<file path="config.mk">
export PLATFORM = sky130hd
export DESIGN_NAME = fetch_stage_flat
export DESIGN_NICKNAME = d
export VERILOG_FILES = /design/src/rtl/rv32_pkg.sv /design/src/rtl/fetch_stage_if.sv /design/src/rtl/ifid_reg.sv /design/src/rtl/fetch_stage.sv /design/src/flat_wrapper.sv
export SDC_FILE = /design/constraint.sdc
export NUM_CORES = 1
export LEC_CHECK = 0
export CORE_UTILIZATION = 40
export CTS_CLUSTER_DIAMETER = 100
export CTS_CLUSTER_SIZE = 14
export DETAILED_ROUTE_END_ITERATION = 6
export PLACE_DENSITY = 0.63
export SLEW_MARGIN = 20
export SYNTH_ARGS = -nofsm -noshare
export SYNTH_HDL_FRONTEND = slang
export SYNTH_SLANG_ARGS = --single-unit
</file>
<file path="constraint.sdc">
create_clock -name clk -period 7.49 [get_ports clk]
set_input_delay 1.8725 -clock clk [delete_from_list [all_inputs] [get_ports clk]]
set_output_delay 1.8725 -clock clk [all_outputs]
set_load 0.02 [all_outputs]
</file>
<file path="src/rtl/rv32_pkg.sv">
// Shared RV32I pipeline definitions: datapath width, bubble encoding,
// fetch FSM encoding and the IF/ID register layout.
package rv32_pkg;

  localparam int XLEN = 32;

  localparam logic [XLEN-1:0] NOP_INSTR = 32'h0000_0013;

  typedef enum logic [2:0] {
    S_BOOT  = 3'd0,
    S_ISSUE = 3'd1,
    S_WAIT  = 3'd2,
    S_HOLD  = 3'd3,
    S_DROP  = 3'd4
  } fetch_state_t;

  typedef struct packed {
    logic [XLEN-1:0] pc;
    logic [XLEN-1:0] instr;
    logic            valid;
  } ifid_t;

  // Instruction fetches are word aligned, so redirect targets lose their low bits.
  function automatic logic [XLEN-1:0] align_word(input logic [XLEN-1:0] addr);
    return addr & {{(XLEN-2){1'b1}}, 2'b00};
  endfunction

endpackage

</file>
<file path="src/rtl/fetch_stage_if.sv">
// Instruction-memory request/response port of the fetch stage.
interface fetch_stage_if;
  import rv32_pkg::*;

  logic            imem_req;
  logic [XLEN-1:0] imem_addr;
  logic            imem_rvalid;
  logic [XLEN-1:0] imem_rdata;

  modport master (output imem_req, output imem_addr, input imem_rvalid, input imem_rdata);
  modport slave  (input imem_req, input imem_addr, output imem_rvalid, output imem_rdata);

endinterface

</file>
<file path="src/rtl/ifid_reg.sv">
// IF/ID pipeline register: flush beats the enable; an enabled cycle with
// nothing delivered loads a bubble that keeps the previous pc.
module ifid_reg #(
  parameter logic [rv32_pkg::XLEN-1:0] NOP_INSTR = rv32_pkg::NOP_INSTR
) (
  input  logic            clk,
  input  logic            rst_n,
  input  logic            en,
  input  logic            flush,
  input  logic            load,
  input  rv32_pkg::ifid_t d,
  output rv32_pkg::ifid_t q
);
  import rv32_pkg::*;

  always_ff @(posedge clk or negedge rst_n) begin
    if (!rst_n) begin
      q <= '{pc: '0, instr: NOP_INSTR, valid: 1'b0};
    end else if (flush) begin
      q <= '{pc: q.pc, instr: NOP_INSTR, valid: 1'b0};
    end else if (en) begin
      q <= load ? d : '{pc: q.pc, instr: NOP_INSTR, valid: 1'b0};
    end
  end

endmodule

</file>
<file path="src/rtl/fetch_stage.sv">
// RV32I instruction-fetch stage: PC, single-outstanding imem request FSM,
// stall holding buffer and the IF/ID register feeding decode.
module fetch_stage #(
  parameter logic [rv32_pkg::XLEN-1:0] RESET_PC  = 32'h0000_0000,
  parameter logic [rv32_pkg::XLEN-1:0] NOP_INSTR = rv32_pkg::NOP_INSTR
) (
  input  logic                      clk,
  input  logic                      rst_n,
  input  logic                      pc_write,
  input  logic                      ifid_write,
  input  logic                      flush,
  input  logic [rv32_pkg::XLEN-1:0] redirect_pc,
  fetch_stage_if.master             imem,
  output logic [rv32_pkg::XLEN-1:0] ifid_pc,
  output logic [rv32_pkg::XLEN-1:0] ifid_instr,
  output logic                      ifid_valid
);
  import rv32_pkg::*;

  fetch_state_t    state, state_nxt;
  logic [XLEN-1:0] pc, pc_nxt, pc_plus4, redirect_aligned, hold_buf;
  logic            advance, deliver, hold_load;
  ifid_t           ifid_d, ifid_q;

  assign advance          = pc_write & ifid_write & ~flush;
  assign pc_plus4         = pc + 32'd4;
  assign redirect_aligned = align_word(redirect_pc);

  // NOTE: every signal gets a default before the case; a branch that forgot one would infer a latch.
  always_comb begin
    state_nxt      = state;
    pc_nxt         = pc;
    deliver        = 1'b0;
    hold_load      = 1'b0;
    imem.imem_req  = 1'b0;
    imem.imem_addr = pc;
    case (state)
      S_BOOT: state_nxt = S_ISSUE;
      S_ISSUE: begin
        if (flush) begin
          pc_nxt = redirect_aligned;
        end else begin
          imem.imem_req = 1'b1;
          state_nxt     = S_WAIT;
        end
      end
      S_WAIT: begin
        if (imem.imem_rvalid) begin
          if (flush) begin
            pc_nxt    = redirect_aligned;
            state_nxt = S_ISSUE;
          end else if (advance) begin
            // Response consumed this cycle, so the next request overlaps it.
            deliver        = 1'b1;
            pc_nxt         = pc_plus4;
            imem.imem_req  = 1'b1;
            imem.imem_addr = pc_plus4;
          end else begin
            hold_load = 1'b1;
            state_nxt = S_HOLD;
          end
        end else if (flush) begin
          pc_nxt    = redirect_aligned;
          state_nxt = S_DROP;
        end
      end
      S_HOLD: begin
        if (flush) begin
          pc_nxt    = redirect_aligned;
          state_nxt = S_ISSUE;
        end else if (advance) begin
          deliver        = 1'b1;
          pc_nxt         = pc_plus4;
          imem.imem_req  = 1'b1;
          imem.imem_addr = pc_plus4;
          state_nxt      = S_WAIT;
        end
      end
      S_DROP: begin
        // The stale response must drain before the redirect target is requested.
        if (flush)            pc_nxt    = redirect_aligned;
        if (imem.imem_rvalid) state_nxt = S_ISSUE;
      end
      default: state_nxt = S_BOOT;
    endcase
  end

  // NOTE: sequential state uses non-blocking assignments so every flop samples pre-edge values.
  always_ff @(posedge clk or negedge rst_n) begin
    if (!rst_n) begin
      state    <= S_BOOT;
      pc       <= RESET_PC;
      hold_buf <= '0;
    end else begin
      state <= state_nxt;
      pc    <= pc_nxt;
      if (hold_load) hold_buf <= imem.imem_rdata;
    end
  end

  assign ifid_d = '{pc:    pc,
                    instr: (state == S_HOLD) ? hold_buf : imem.imem_rdata,
                    valid: 1'b1};

  ifid_reg #(.NOP_INSTR(NOP_INSTR)) u_ifid_reg (
    .clk   (clk),
    .rst_n (rst_n),
    .en    (ifid_write),
    .flush (flush),
    .load  (deliver),
    .d     (ifid_d),
    .q     (ifid_q)
  );

  assign ifid_pc    = ifid_q.pc;
  assign ifid_instr = ifid_q.instr;
  assign ifid_valid = ifid_q.valid;

endmodule
</file>
<file path="src/flat_wrapper.sv">
// flat-port wrapper written by rule: the top's interface ports become plain ports
module fetch_stage_flat import rv32_pkg::*;
#(
  parameter logic [rv32_pkg::XLEN-1:0] RESET_PC  = 32'h0000_0000,
  parameter logic [rv32_pkg::XLEN-1:0] NOP_INSTR = rv32_pkg::NOP_INSTR
)
  (clk, rst_n, pc_write, ifid_write, flush, redirect_pc, ifid_pc, ifid_instr, ifid_valid, imem_imem_req, imem_imem_addr, imem_imem_rvalid, imem_imem_rdata);
  fetch_stage_if imem_i ();
  input  logic clk;
  input  logic rst_n;
  input  logic pc_write;
  input  logic ifid_write;
  input  logic flush;
  input  logic [rv32_pkg::XLEN-1:0] redirect_pc;
  output logic [rv32_pkg::XLEN-1:0] ifid_pc;
  output logic [rv32_pkg::XLEN-1:0] ifid_instr;
  output logic ifid_valid;
  output wire logic [$bits(imem_i.imem_req)-1:0] imem_imem_req;
  output wire logic [$bits(imem_i.imem_addr)-1:0] imem_imem_addr;
  input wire logic [$bits(imem_i.imem_rvalid)-1:0] imem_imem_rvalid;
  input wire logic [$bits(imem_i.imem_rdata)-1:0] imem_imem_rdata;
  assign imem_imem_req = imem_i.imem_req;
  assign imem_imem_addr = imem_i.imem_addr;
  assign imem_i.imem_rvalid = imem_imem_rvalid;
  assign imem_i.imem_rdata = imem_imem_rdata;
  fetch_stage #(.RESET_PC(RESET_PC), .NOP_INSTR(NOP_INSTR)) u_core (.clk(clk), .rst_n(rst_n), .pc_write(pc_write), .ifid_write(ifid_write), .flush(flush), .redirect_pc(redirect_pc), .imem(imem_i), .ifid_pc(ifid_pc), .ifid_instr(ifid_instr), .ifid_valid(ifid_valid));
endmodule
</file>
* Word level (Yosys, flattened, before mapping)
Cells that the tools add are included.
** Operators by class
- Reductions and logical operators :: 6
- Bitwise gates (word level) :: 3
- Equal/unequal tests :: 9
- Multiplexer cells :: 31
- Add/sub/neg operators :: 1
** Operators with widths (count)
- two-way mux 32 bit :: 7
- two-way mux 33 bit :: 3
- case mux 32 bit (3 select lines) :: 1
- case mux 32 bit (2 select lines) :: 1
- adder 32 x 3 -> 32 bit, second input constant :: 1
- two-way mux 3 bit :: 8
- case mux 3 bit (5 select lines) :: 1
- two-way mux 1 bit :: 8
- == test 3 x 2 -> 1 bit, second input constant :: 2
- inequality test 3 bit, second input constant :: 2
- AND reduction 5 bit :: 1
- inequality test 2 bit, second input constant :: 2
- == test 3 x 1 -> 1 bit, second input constant :: 1
- == test 3 bit, second input constant :: 1
- logical NOT 3 bit :: 1
- inequality test 3 x 2 -> 1 bit, second input constant :: 1
- case mux 1 bit (3 select lines) :: 1
- AND reduction 3 bit :: 1
- nonzero test 3 bit :: 1
- bitwise AND 1 bit :: 2
- case mux 1 bit (2 select lines) :: 1
- nonzero test 2 bit :: 1
- OR reduction 2 bit :: 1
- NOT 1 bit :: 1
** Word-level totals
- Register bits :: 132
- Word-level logic and storage cells :: 56

* Logic depth before layout (Yosys ltp)
Gate-level depths: netlist of run 1.
- Depth after elaboration :: 9
- Gate-level depth with buffers :: 8
- Mapped depth without buffers :: 6

* Modules after synthesis
A second synthesis of run 1 with hierarchy kept.
** Second synthesis, totals
- Cells, all modules :: 670
- Area, all modules :: 7095.6 um^2
** Modules (own cells, without submodules)
- fetch_stage :: area an instance 4326.6 um^2, seq. area each 1676.6 um^2, times used 1, cells an instance 455
- ifid_reg :: area an instance 2768.9 um^2, seq. area each 1630.3 um^2, times used 1, cells an instance 215

* Least setup slack after synthesis of run 1
Ideal clock, no wire load.
- Path type :: input -> output
- From :: input port ifid_write
- To :: output port imem_imem_addr[28]
- Stages :: 8
- Path buffers :: 3
- Path slack :: 2.085 ns
- Arrival time :: 3.533 ns
- Path through :: buf_2 > nand2_1 > or3_1 > buf_2 > or3_1 > buf_2 > nor4_4 > xor2_1
** Between the ends
- Word-level cells in the longest chain between the ends :: 6
** Ends and longest elaborated chain
- from (decl) :: line flat_wrapper.sv:12 : input logic ifid_write;
- bitwise AND 1 bit (*) (2 in a row) :: line fetch_stage.sv:25 : assign advance = pc_write & ifid_write & ~flush;
- two-way mux 32 bit (*) :: line fetch_stage.sv:52, fetch_stage.sv:71
- two-way mux 32 bit (*) :: line fetch_stage.sv:49 : if (flush) begin
- two-way mux 32 bit :: line fetch_stage.sv:48 : if (imem.imem_rvalid) begin
- case mux 32 bit (2 select lines) (*) :: line fetch_stage.sv:37 : case (state)
- to (decl) :: line flat_wrapper.sv:19 : output wire logic [$bits(imem_i.imem_addr)-1:0] imem_imem_addr;
Mark *: on every way between the ends. The rest lies on a longest branch, timed or not.

* Final worst setup path of run 1
- From :: input port flush
- To :: output port imem_imem_addr[22]
** Between the ends
- Word-level cells in the longest chain between the ends :: 6
** Ends and longest elaborated chain
- from (decl) :: line flat_wrapper.sv:13 : input logic flush;
- NOT 1 bit (no line)
- bitwise AND 1 bit :: line fetch_stage.sv:25
- two-way mux 32 bit :: line fetch_stage.sv:52, fetch_stage.sv:71
- two-way mux 32 bit (*) :: line fetch_stage.sv:49
- two-way mux 32 bit :: line fetch_stage.sv:48
- case mux 32 bit (2 select lines) (*) :: line fetch_stage.sv:37
Marked as above.

==> flow_metrics.py, run 1 <==
metrics = {
    "run_status": {
        "status": "completed",
    },
    "global_routing": {
        "grt_pass1_wl_um": 31500,
        "grt-ovfl-total": 0,
        "grt_pass1_vias": 5968,
        "grt.total_usage": 0.233,
        "grt_max_degree": 69,
        "antenna_found_initial": 0,
    },
    "power": {
        "intPower_uw": 1930,
        "p_sw_uw": 1020,
        "power.density_nw_per_um2": 326,
        "p_leak_uw": 0.00395,
        "netSwitchingFraction": 0.346,
        "clkPwrFrac": 0.294,
        "p_seq_frac": 0.380,
        "ir_drop_mv": 0.180,
        "p_comb_frac": 0.326,
    },
    "layout": {
        "fin_area_um2": 9080,
        "nFillCells": 1428,
        "fin_nets": 914,
        "antenna_cells": 0,
        "drive_gt1_frac": 0.109,
        "synthToLayoutAreaGrowth_pct": 35.8,
    },
    "sta": {
        "fmax_mhz": 151,
        "setup_viol": 0,
        "tightest_slew_ps": 1070,
        "rsz0062_at_grt": "no",
        "finalHoldViolations": 0,
        "hold_slack_ps": 476,
        "fin_crit_ps": 6640,
        "fin_crit_sh": 0.887,
        "clock_skew_ps": 8.83,
        "fin_tns_setup_ps": 0,
        "final_max_slew_viol_count": 0,
        "maxSlewHeadroom": 0.284,
    },
    "detailed_routing": {
        "firstDrtPassIters": 6,
        "drt-wirelength-per-cell_um": 18.3,
        "vias": 5860,
        "wirelength_um": 19700,
        "final_antenna_net_count": 0,
        "drc": 0,
        "viasPerCell": 5.47,
        "drt_iter0_markers": 497,
    },
    "critical_path": {
        "cp_cell_sequence": "clkdlybuf4s50_1 > buf_4 > nand4b_4 > or3_1 > nor3_1 > nand3_1 > xnor2_1 > clkdlybuf4s50_1",
        "cp-start-kind": "input port",
        "max_stage_delay_ps": 640,
        "path_class": "in -> out",
        "path_max_fanout": 21,
        "cp.required_ps": 5620,
        "critPathArrivalTime_ps": 4770,
        "crit_path_top_delay_cell": "clkdlybuf4s50_1",
        "worstSetupEndpointType": "output pin",
        "crit_top_cell": "clkdlybuf4s50_1",
    },
    "worst_hold_path": {
        "worst_hold_path_type": "reg -> reg",
    },
    "yosys": {
        "synth_area_leaders": "dfrtp_1, nand2_1, mux2_2",
        "synth_ff_type": "dfrtp_1",
        "synthTopCellsByCount": "nand2_1, dfrtp_1, o21ai_0",
        "synth_nets": 771,
        "synth_top_area_cell": "dfrtp_1",
        "yosysUniqueCellTypes": 63,
        "synth_top_cell_area_share": 0.483,
        "yosysWarnings": 0,
        "synthArstFlopShare": 1.00,
        "ys_seq_area_frac": 0.495,
        "postSynthCellCount": 700,
        "synth_edf_count": 0,
        "ys_ff_latch": 132,
        "syn_area_um2": 6680,
        "yosysMostFrequentCell": "nand2_1",
        "syn_area_per_cell_um2": 9.55,
    },
    "place": {
        "dp_hpwl_um": 13500,
        "postPlaceCellArea_um2": 8460,
        "place.gp.congestion": 0.901,
        "io_buffers": 165,
    },
    "cts": {
        "clkTransAtPathRegs_ps": 60,
        "cts_resized": 0,
        "htree_levels": 4,
        "cts_tree": "done",
        "clock_path_buffers": 2,
        "cts_sinks": 132,
        "root_buffer": "clkbuf_16",
        "clkLatencyLatePin_ps": 430,
        "cts_setup_buffers": 0,
        "postCtsHoldBufs": 0,
        "cts_made_buffers": 17,
    },
    "floorplanning": {
        "num_io_pins": 168,
        "die_w_um": 131,
        "die_area_um2": 17200,
        "initial_core_util": 0.415,
        "die_y_um": 131,
        "num_rows": 46,
        "core_area_um2": 16100,
    },
    "run": {
        "cap_viol_max_count": 0,
    },
}
-- stage by stage --
stage | cells | total power, µW | setup WS (ps) | util
floorplan | 700 | 1660 | 2080 | -
global placement | 1040 | 2070 | 895 | 0.525
detailed placement | 1040 | 2100 | 894 | 0.525
CTS | 1072 | 2980 | 883 | 0.563
global route | 1072 | 3110 | 746 | 0.563
finish | 1072 | 2960 | 850 | 0.563
-- area by class of cell --
type                       instances  area (µm²)  area share
clock buffer                      19         443      0.0488
clock inverter                    13         171      0.0189
inverter                           8        30.0     0.00331
multi-input combinational        510        3130       0.345
sequential                       132        3310       0.364
tap                              216         270      0.0298
timing repair buffer             174        1720       0.190
-- power by group through the flow --
stage | logic, µW | registers (µW) | clock network, µW
global route | 1040 | 1150 | 915
floorplan | 510 | 1150 | 0
global placement | 951 | 1120 | 0
CTS | 973 | 1120 | 881
detailed placement | 969 | 1130 | 0
finish | 965 | 1120 | 868
-- worst max-delay path, delay by kind of cell --
| kind | cells | cell delay, ps |
|---|---|---|
| xor gates and xnor gates | 1 | 230 |
| buffers and inverters | 3 | 1350 |
| and+or+nand+nor | 4 | 1310 |
-- metal layers --
layer,part of all wire,GRT usage,wire [µm]
met5,0,0,0
met4,0.025,0.0924,482
met3,0.078,0.0756,1540
met2,0.47,0.375,9200
met1,0.43,0.289,8440
-- cells by family after synthesis --
kind of cell             after synthesis  share of synthesized area
buffers and inverters                 58                     0.0386
AND/OR/NAND/NOR                      295                      0.211
XOR/XNOR                              31                     0.0406
adder cells (fa/ha/maj)                1                    0.00187
AO/OA/AOI/OAI                        117                      0.109
multiplexers                          66                      0.105
flip-flops                           132                      0.495
-- path summary, 6_finish.rpt --
path	from	endpoint	slack, ps	cells past startpoint
min	u_core.u_ifid_reg.q[0]$_DFFE_PN0P_	u_core.u_ifid_reg.q[0]$_DFFE_PN0P_	480	2
max	flush	imem_imem_addr[22]	850	8
min in group asynchronous	rst_n	u_core.pc[21]$_DFFE_PN0P_	1440	1
max reg2reg	u_core.state[1]$_DFFE_PN0P_	u_core.pc[30]$_DFFE_PN0P_	4890	5
max in group asynchronous	rst_n	u_core.pc[13]$_DFFE_PN0P_	4760	2
min reg2reg	u_core.u_ifid_reg.q[0]$_DFFE_PN0P_	u_core.u_ifid_reg.q[0]$_DFFE_PN0P_	480	2
-- placed cells by master, fill, tap and decap left out, drive strengths merged, types with 4 or more instances in the layout --
cell type / n
nand4: 5
a221o: 4
clkdlybuf4s50: 164
dfrtp: 129
nor3: 29
nor4: 10
clkbuf: 19
and2: 5
mux2i: 34
nor2: 26
nand2: 164
a211oi: 5
or3: 12
inv: 11
buf: 10
mux2: 32
o21ai: 50
xor2: 11
a21oi: 20
nand3: 18
and3: 4
o22ai: 12
xnor2: 20
a31oi: 4
and4: 6
clkinv: 5
-- sequential cells by signal, indices dropped and copies added, names as in the netlist --
name and cells:
u_core.hold_buf 32, u_core.state 3, u_core.u_ifid_reg.q 65, u_core.pc 32
(Power assumes the default switching activity.)
==> run 2: changes to the inputs <==
- ABC_AREA: default -> 1
- PLACE_DENSITY: 0.63 -> 0.62
- REMOVE_ABC_BUFFERS: default -> 1
- SLEW_MARGIN: 20 -> default
==> flow_metrics.py, run 2 <==
metrics = {
    "run_status": {
        "status": "complete, but fails checks",
        "violations": "DRC",
    },
    "detailed_routing": {
        "viasPerCell": 5.19,
        "drc": 2,
        "firstDrtPassIters": 7,
        "final_antenna_net_count": 0,
        "wirelength_um": 20800,
        "drt_iter0_markers": 523,
        "vias": 6899,
        "drt-wirelength-per-cell_um": 15.7,
    },
    "sta": {
        "maxSlewHeadroom": 0.271,
        "clock_skew_ps": 9.47,
        "rsz0062_at_grt": "no",
        "tightest_slew_ps": 1090,
        "fmax_mhz": 155,
        "finalHoldViolations": 0,
        "fin_crit_ps": 6460,
        "final_max_slew_viol_count": 0,
        "fin_crit_sh": 0.862,
        "setup_viol": 0,
        "fin_tns_setup_ps": 0,
    },
    "critical_path": {
        "cp-start-kind": "input port",
        "critPathArrivalTime_ps": 4580,
        "cp.required_ps": 5620,
        "path_class": "in -> out",
        "crit_top_cell": "clkdlybuf4s50_1",
        "cp_cell_sequence": "clkdlybuf4s50_1 > nor2_4 > nand4_1 > nor2_1 > nand2_1 > nand3_1 > o211ai_1 > o21ai_1 > clkdlybuf4s50_1",
        "crit_path_top_delay_cell": "clkdlybuf4s50_1",
        "worstSetupEndpointType": "output pin",
        "worst-r2r-cell-count": 9,
        "path_max_fanout": 9,
        "max_stage_delay_ps": 630,
    },
    "yosys": {
        "synth_mux_area_frac": 0.00156,
        "synth_top_cell_area_share": 0.448,
        "ys_seq_area_frac": 0.459,
        "synth_edf_count": 0,
        "yosysMostFrequentCell": "nand2_1",
        "synth_compound_gate_area_share": 0.215,
        "synth_fa_ha_area_frac": 0.00174,
        "synthArstFlopShare": 1.00,
        "synthTopCellsByCount": "nand2_1, dfrtp_1, o21ai_0",
        "synth_top_area_cell": "dfrtp_1",
        "synth_top_family_by_area": "simple AND/OR/NAND/NOR gates",
        "ys_ff_latch": 132,
        "synth-xor-area-share": 0.0158,
        "syn_area_per_cell_um2": 7.52,
        "yosysWarnings": 0,
        "syn_area_um2": 7200,
        "synth_simple_gate_area_frac": 0.221,
        "synth_ff_type": "dfrtp_1",
        "postSynthCellCount": 957,
        "yosysUniqueCellTypes": 44,
        "synth_area_leaders": "dfrtp_1, nand2_1, o21ai_0",
    },
    "worst_hold_path": {
        "worst_hold_path_type": "reg -> reg",
        "min_path_cells": 2,
    },
    "floorplanning": {
        "core_area_um2": 17400,
        "die_y_um": 136,
        "num_rows": 48,
        "die_area_um2": 18500,
        "initial_core_util": 0.413,
        "num_io_pins": 168,
        "die_w_um": 136,
    },
    "cts": {
        "cts_tree": "done",
        "root_buffer": "clkbuf_16",
        "clkTransAtPathRegs_ps": 60,
        "postCtsHoldBufs": 0,
        "cts_resized": 0,
        "cts_made_buffers": 17,
        "cts_sinks": 132,
        "clock_path_buffers": 2,
        "clkLatencyLatePin_ps": 430,
        "htree_levels": 4,
        "cts_setup_buffers": 0,
    },
    "place": {
        "place.gp.congestion": 0.813,
        "dp_hpwl_um": 13500,
        "io_buffers": 165,
        "postPlaceCellArea_um2": 8920,
    },
    "run": {
        "cap_viol_max_count": 0,
    },
    "global_routing": {
        "grt_pass1_vias": 6514,
        "grt_pass1_wl_um": 33300,
        "antenna_found_initial": 0,
        "grt-ovfl-total": 0,
        "grt.total_usage": 0.232,
        "grt_max_degree": 84,
    },
    "layout": {
        "regMostFlops": "u_core.u_ifid_reg.q",
        "layout_commonest_cell": "nand2_1",
        "antenna_cells": 0,
        "largest_reg_flops": 65,
        "fin_nets": 1162,
        "top_regs": "u_core.u_ifid_reg.q (65), u_core.hold_buf (32), u_core.pc (32)",
        "synthToLayoutAreaGrowth_pct": 31.8,
        "drive_gt1_frac": 0.0707,
        "fin_area_um2": 9490,
        "layout_common_cells": "nand2_1, clkdlybuf4s50_1, dfrtp_1, o21ai_0, inv_1",
    },
    "power": {
        "total_power_uw": 4160,
        "p_leak_uw": 0.00417,
        "power.density_nw_per_um2": 439,
        "ir_drop_mv": 0.247,
    },
}
run 2: cell count changes in the layout (fill, tap and decap cells not counted), moves of 31 or more:
cell     previous run  this run
mux2_2             32         1
o21ai_0            50       114
o21ai_1             0        59
a21oi_1            20        60
nand2_1           162       262
mux2i_1            34         0
inv_1               7        74
run 2: power breakdown:
| group | internal (µW) | total (µW) | switching [µW] |
|---|---|---|---|
| Combinational | 832 | 2140 | 1310 |
| Clock | 449 | 821 | 372 |
| Sequential | 990 | 1200 | 208 |
| Total | 2270 | 4160 | 1890 |
run 2: path summary, 6_finish.rpt:
check / start / slack, ps / end
setup / recovery: flush / 1030 / imem_imem_addr[21]
hold / removal: u_core.u_ifid_reg.q[43]$_DFFE_PN0P_ / 480 / u_core.u_ifid_reg.q[43]$_DFFE_PN0P_
setup reg to reg: u_core.state[0]$_DFFE_PN0P_ / 4350 / u_core.pc[2]$_DFFE_PN0P_
hold reg to reg: u_core.u_ifid_reg.q[43]$_DFFE_PN0P_ / 480 / u_core.u_ifid_reg.q[43]$_DFFE_PN0P_
max in group asynchronous: rst_n / 4720 / u_core.u_ifid_reg.q[30]$_DFFE_PN0P_
min in group asynchronous: rst_n / 1430 / u_core.hold_buf[14]$_DFFE_PN0P_
run 2: logic make-up after synthesis:
kind of cell    Yosys count
mux                       1
compound gates          286
xor+xnor                 13
fa+ha+maj                 1
buf+inv                 145
flops                   132
simple gates            379
run 2: final cells by class:
type / count / area [µm²]
inverter: 87 / 328
clock inverter: 14 / 131
tap: 225 / 282
sequential: 132 / 3310
timing repair buffer: 173 / 1710
multi-input combinational: 680 / 3290
fill: 1688 / 7930
clock buffer: 18 / 439
run 2: per-layer routing:
layer | routed length [µm] | track usage | part of all wire | up-vias
met2 | 9450 | 0.371 | 0.45 | 222
met1 | 9860 | 0.318 | 0.47 | 3213
met4 | 323 | 0.0636 | 0.016 | 0
li1 | - | - | - | 3441
met5 | 0 | 0 | 0 | -
met3 | 1170 | 0.0459 | 0.056 | 23
run 2: worst max-delay path, delay by kind of cell:
| family | cells | cell delay (ps) |
|---|---|---|
| simple gates | 5 | 1190 |
| compound gates | 2 | 260 |
| buf+inv | 2 | 1250 |
run 2: through the flow:
step	hold slack, ps	setup slack [ps]	utilization	cells
final	480	1030	0.545	1329
after global routing	511	856	0.545	1329
after CTS	489	1070	0.545	1329
after detailed placement	472	1080	0.512	1297
after global placement	462	1100	0.512	1297
after floorplan	489	2030	-	899
==> run 3: changes to the inputs <==
- CTS_BUF_LIST: default -> sky130_fd_sc_hd__clkbuf_8
==> flow_metrics.py, run 3 (same netlist as run 2, synthesis figures left out) <==
metrics = {
    "run_status": {
        "status": "completed",
    },
    "cts": {
        "clock_path_buffers": 2,
        "clkLatencyLatePin_ps": 460,
        "cts_sinks": 132,
        "clkTransAtPathRegs_ps": 80,
        "cts_made_buffers": 17,
        "cts_tree": "done",
        "htree_levels": 4,
        "root_buffer": "clkbuf_8",
        "postCtsHoldBufs": 0,
        "cts_setup_buffers": 0,
        "cts_resized": 0,
    },
    "detailed_routing": {
        "final_antenna_net_count": 0,
        "drc": 0,
        "drt-wirelength-per-cell_um": 15.6,
        "viasPerCell": 5.21,
        "drt_iter0_markers": 571,
        "vias": 6924,
        "firstDrtPassIters": 5,
        "wirelength_um": 20700,
    },
    "floorplanning": {
        "core_area_um2": 17400,
        "die_area_um2": 18500,
        "die_y_um": 136,
        "initial_core_util": 0.413,
        "num_io_pins": 168,
        "die_w_um": 136,
        "num_rows": 48,
    },
    "global_routing": {
        "grt_pass1_vias": 6543,
        "antenna_found_initial": 0,
        "grt_max_degree": 84,
        "grt.total_usage": 0.232,
        "grt_pass1_wl_um": 33300,
        "grt-ovfl-total": 0,
    },
    "critical_path": {
        "cp_cell_sequence": "clkdlybuf4s50_1 > nor2_4 > nand4_1 > nor2_1 > nand2_1 > nand3_1 > o211ai_1 > o21ai_1 > clkdlybuf4s50_1",
        "cp-start-kind": "input port",
        "worst-r2r-cell-count": 8,
        "path_class": "in -> out",
        "worstSetupEndpointType": "output pin",
        "path_max_fanout": 9,
        "cp.required_ps": 5620,
        "crit_path_top_delay_cell": "clkdlybuf4s50_1",
        "critPathArrivalTime_ps": 4530,
        "max_stage_delay_ps": 630,
        "crit_top_cell": "clkdlybuf4s50_1",
    },
    "sta": {
        "maxSlewHeadroom": 0.262,
        "tightest_slew_ps": 1100,
        "final_max_slew_viol_count": 0,
        "clock_skew_ps": 13.5,
        "fin_tns_setup_ps": 0,
        "finalHoldViolations": 0,
        "setup_viol": 0,
        "rsz0062_at_grt": "no",
        "fmax_mhz": 156,
        "fin_crit_sh": 0.855,
        "fin_crit_ps": 6410,
    },
    "worst_hold_path": {
        "min_path_cells": 2,
        "worst_hold_path_type": "reg -> reg",
    },
    "layout": {
        "top_regs": "u_core.u_ifid_reg.q (65), u_core.hold_buf (32), u_core.pc (32)",
        "largest_reg_flops": 65,
        "drive_gt1_frac": 0.0707,
        "regMostFlops": "u_core.u_ifid_reg.q",
        "synthToLayoutAreaGrowth_pct": 29.1,
        "layout_commonest_cell": "nand2_1",
        "layout_common_cells": "nand2_1, clkdlybuf4s50_1, dfrtp_1, o21ai_0, inv_1",
        "fin_nets": 1162,
        "antenna_cells": 0,
        "final_cells": 1329,
    },
    "power": {
        "p_leak_uw": 0.00408,
        "power.density_nw_per_um2": 423,
        "ir_drop_mv": 0.257,
    },
    "place": {
        "io_buffers": 165,
        "numPlacedInstances": 1297,
        "place.gp.congestion": 0.813,
        "dp_hpwl_um": 13500,
    },
    "run": {
        "cap_viol_max_count": 0,
    },
}
[run 3: cell counts in the layout (fill, tap and decap cells not counted)]
No cell type changed its count.
[run 3: cell type report]
class                   instances  area [µm²]
multi-input cells             680        3290
clock inverters                14         131
fillers                      1707        8120
flip-flops and latches        132        3310
repair buffers                173        1710
clock buffers                  18         248
well taps                     225         282
inverters                      87         328
[run 3: worst paths after layout]
kind	from	end	slack [ps]
min in group asynchronous	rst_n	u_core.u_ifid_reg.q[20]$_DFFE_PN0P_	1400
min	u_core.u_ifid_reg.q[43]$_DFFE_PN0P_	u_core.u_ifid_reg.q[43]$_DFFE_PN0P_	490
max reg2reg	u_core.state[0]$_DFFE_PN0P_	u_core.pc[2]$_DFFE_PN0P_	4350
max	flush	imem_imem_addr[21]	1080
min reg2reg	u_core.u_ifid_reg.q[43]$_DFFE_PN0P_	u_core.u_ifid_reg.q[43]$_DFFE_PN0P_	490
max in group asynchronous	rst_n	u_core.u_ifid_reg.q[46]$_DFFE_PN0P_	4770
[run 3: critical path, delay by kind of cell]
kind                   cells  cell delay, ps
buffers and inverters      2            1250
AND/OR/NAND/NOR            5            1150
AO/OA/AOI/OAI              2             240
[run 3: stage by stage]
stage           util  cell area (µm²)  setup slack [ps]  hold WS [ps]  power, µW
2_1_floorplan      -             6920              2030           489       2470
3_3_place_gp   0.512             8920              1100           462       3320
3_5_place_dp   0.512             8920              1080           472       3340
4_1_cts        0.534             9300              1080           494       3960
5_1_grt        0.534             9300               871           519       4240
6_report       0.534             9300              1080           485       3940
[run 3: routing by layer]
layer	routed length [µm]	track usage
met1	9900	0.317
met2	9340	0.366
met3	1120	0.0470
met4	387	0.0765
met5	0	0
[run 3: power by group]
part	total [µW]	internal, µW	switching, µW
Clock	594	254	340
Sequential	1190	988	207
Combinational	2150	832	1310
Total	3940	2070	1860
==> variant (flow settings as in run 1) <==
Reset style: synchronous (`rst_n`), changed in 2 clocked blocks.
--- a/src/rtl/ifid_reg.sv
+++ b/src/rtl/ifid_reg.sv
@@ -13,7 +13,7 @@
 );
   import rv32_pkg::*;
 
-  always_ff @(posedge clk or negedge rst_n) begin
+  always_ff @(posedge clk) begin
     if (!rst_n) begin
       q <= '{pc: '0, instr: NOP_INSTR, valid: 1'b0};
     end else if (flush) begin
--- a/src/rtl/fetch_stage.sv
+++ b/src/rtl/fetch_stage.sv
@@ -86,7 +86,7 @@
   end
 
   // NOTE: sequential state uses non-blocking assignments so every flop samples pre-edge values.
-  always_ff @(posedge clk or negedge rst_n) begin
+  always_ff @(posedge clk) begin
     if (!rst_n) begin
       state    <= S_BOOT;
       pc       <= RESET_PC;
Check against the original RTL: differs if rst_n is asserted again (counterexample within 4 cycles, from zero or initial values and one cycle with rst_n low); with rst_n held inactive, the same outputs for 4 cycles.
==> variant against run 1 <==
Setup slack better by 0.049 ns. Sequential cell count stayed put. Design area is 1.1% lower. Wire length is 0.26% higher. Area after synthesis is 0.13% lower. Global-route usage is 0.17 points higher. Critical path type unchanged.
Power is not compared: it rests on default switching activity, and its combinational part moved more than twofold at a synthesized area within 25%.
==> variant: results (changes against run 1) <==
place:
  dpl.hpwl_mm: 13.1  # was 13.5 mm
global_route:
  grt_pass1_wl_mm: 32.3  # was 31.5 mm
  track_usage_pct: 23.5  # was 23.3%
detailed_routing:
  first_iter_violations: 473  # was 497
  wl_per_cell_um: 16.6  # was 18.3 um
  drt_pass1_iterations: 5  # was 6
  drt-vias-per-instance: 5.38  # was 5.47
critical_path:
  r2r_end: "u_core.u_ifid_reg.q[2]"  # was u_core.pc[30]
  critPathLaunch: "ifid_write"  # was flush
  slowest_delay_ns: 0.67  # was 0.64 ns
  reg2reg_from: "u_core.state[1]"  # unchanged
synthesis:
  synth_nets: 915  # was 771
  ys.flop_type: "dfxtp_1"  # was dfrtp_1
  yosys-top-cells-count: "nand2_1 (177), dfxtp_1 (132), a21oi_1 (81)"  # was nand2_1 (164), dfrtp_1 (129), o21ai_0 (50)
  synth-seq-area-share_pct: 39.6  # was 49.5%
  synth.top_cells.by_area: "dfxtp_1 (40%), nand2_1 (10%), a21oi_1 (6.1%), mux2_2 (3.2%), xnor2_1 (3.1%)"  # was dfrtp_1 (48%), nand2_1 (9.2%), mux2_2 (5.4%), mux2i_1 (5.1%), o21ai_0 (3.7%)
timing:
  relSlewSlack_pct: 27.3  # was 28.4%
  fin_skew_ns: 0.00810  # was 0.00883 ns
run_status:
  status: "finished clean"  # unchanged
cells_and_area:
  multi_input_gates: 607  # was 510
  drive_gt1_share_pct: 8.74  # was 10.9%
  fin_nets: 1031  # was 914
  fillerInstances: 1474  # was 1,428
  inverters: 22  # was 8
worst_hold_path:
  min_from: "u_core.hold_buf[8]"  # was u_core.u_ifid_reg.q[0]
variant: cell types whose count changed after synthesis, moves of 15 or more:
cell     before  now
buf_2         9   28
dfrtp_1     129    0
o21ai_0      50   20
mux2i_1      34   18
a21oi_1      20   81
a22oi_1       2   17
nand4_1       4   21
dfxtp_1       0  132
variant: layer usage:
layer,wire [um],GRT usage [%]
met5,0,0
met2,9010,37.1
met3,1020,5.09
met1,9470,31.8
met4,208,7.12
variant: logic make-up (layout without fill, tap and decap cells):
kind of cell	count (synthesis)	after routing	share of synthesized area [%]
buffers and inverters	105	234	6.77
AO/OA/AOI/OAI	190	190	17.8
XOR/XNOR	40	40	5.25
flip-flops	132	132	39.6
AND/OR/NAND/NOR	339	339	24.5
multiplexers	37	37	5.91
adder cells (fa/ha/maj)	1	1	0.187
variant: power breakdown:
group / internal (mW) / switching (mW)
logic: 0.105 / 0.117
clock network: 0.566 / 0.319
registers: 0.719 / 0.0359
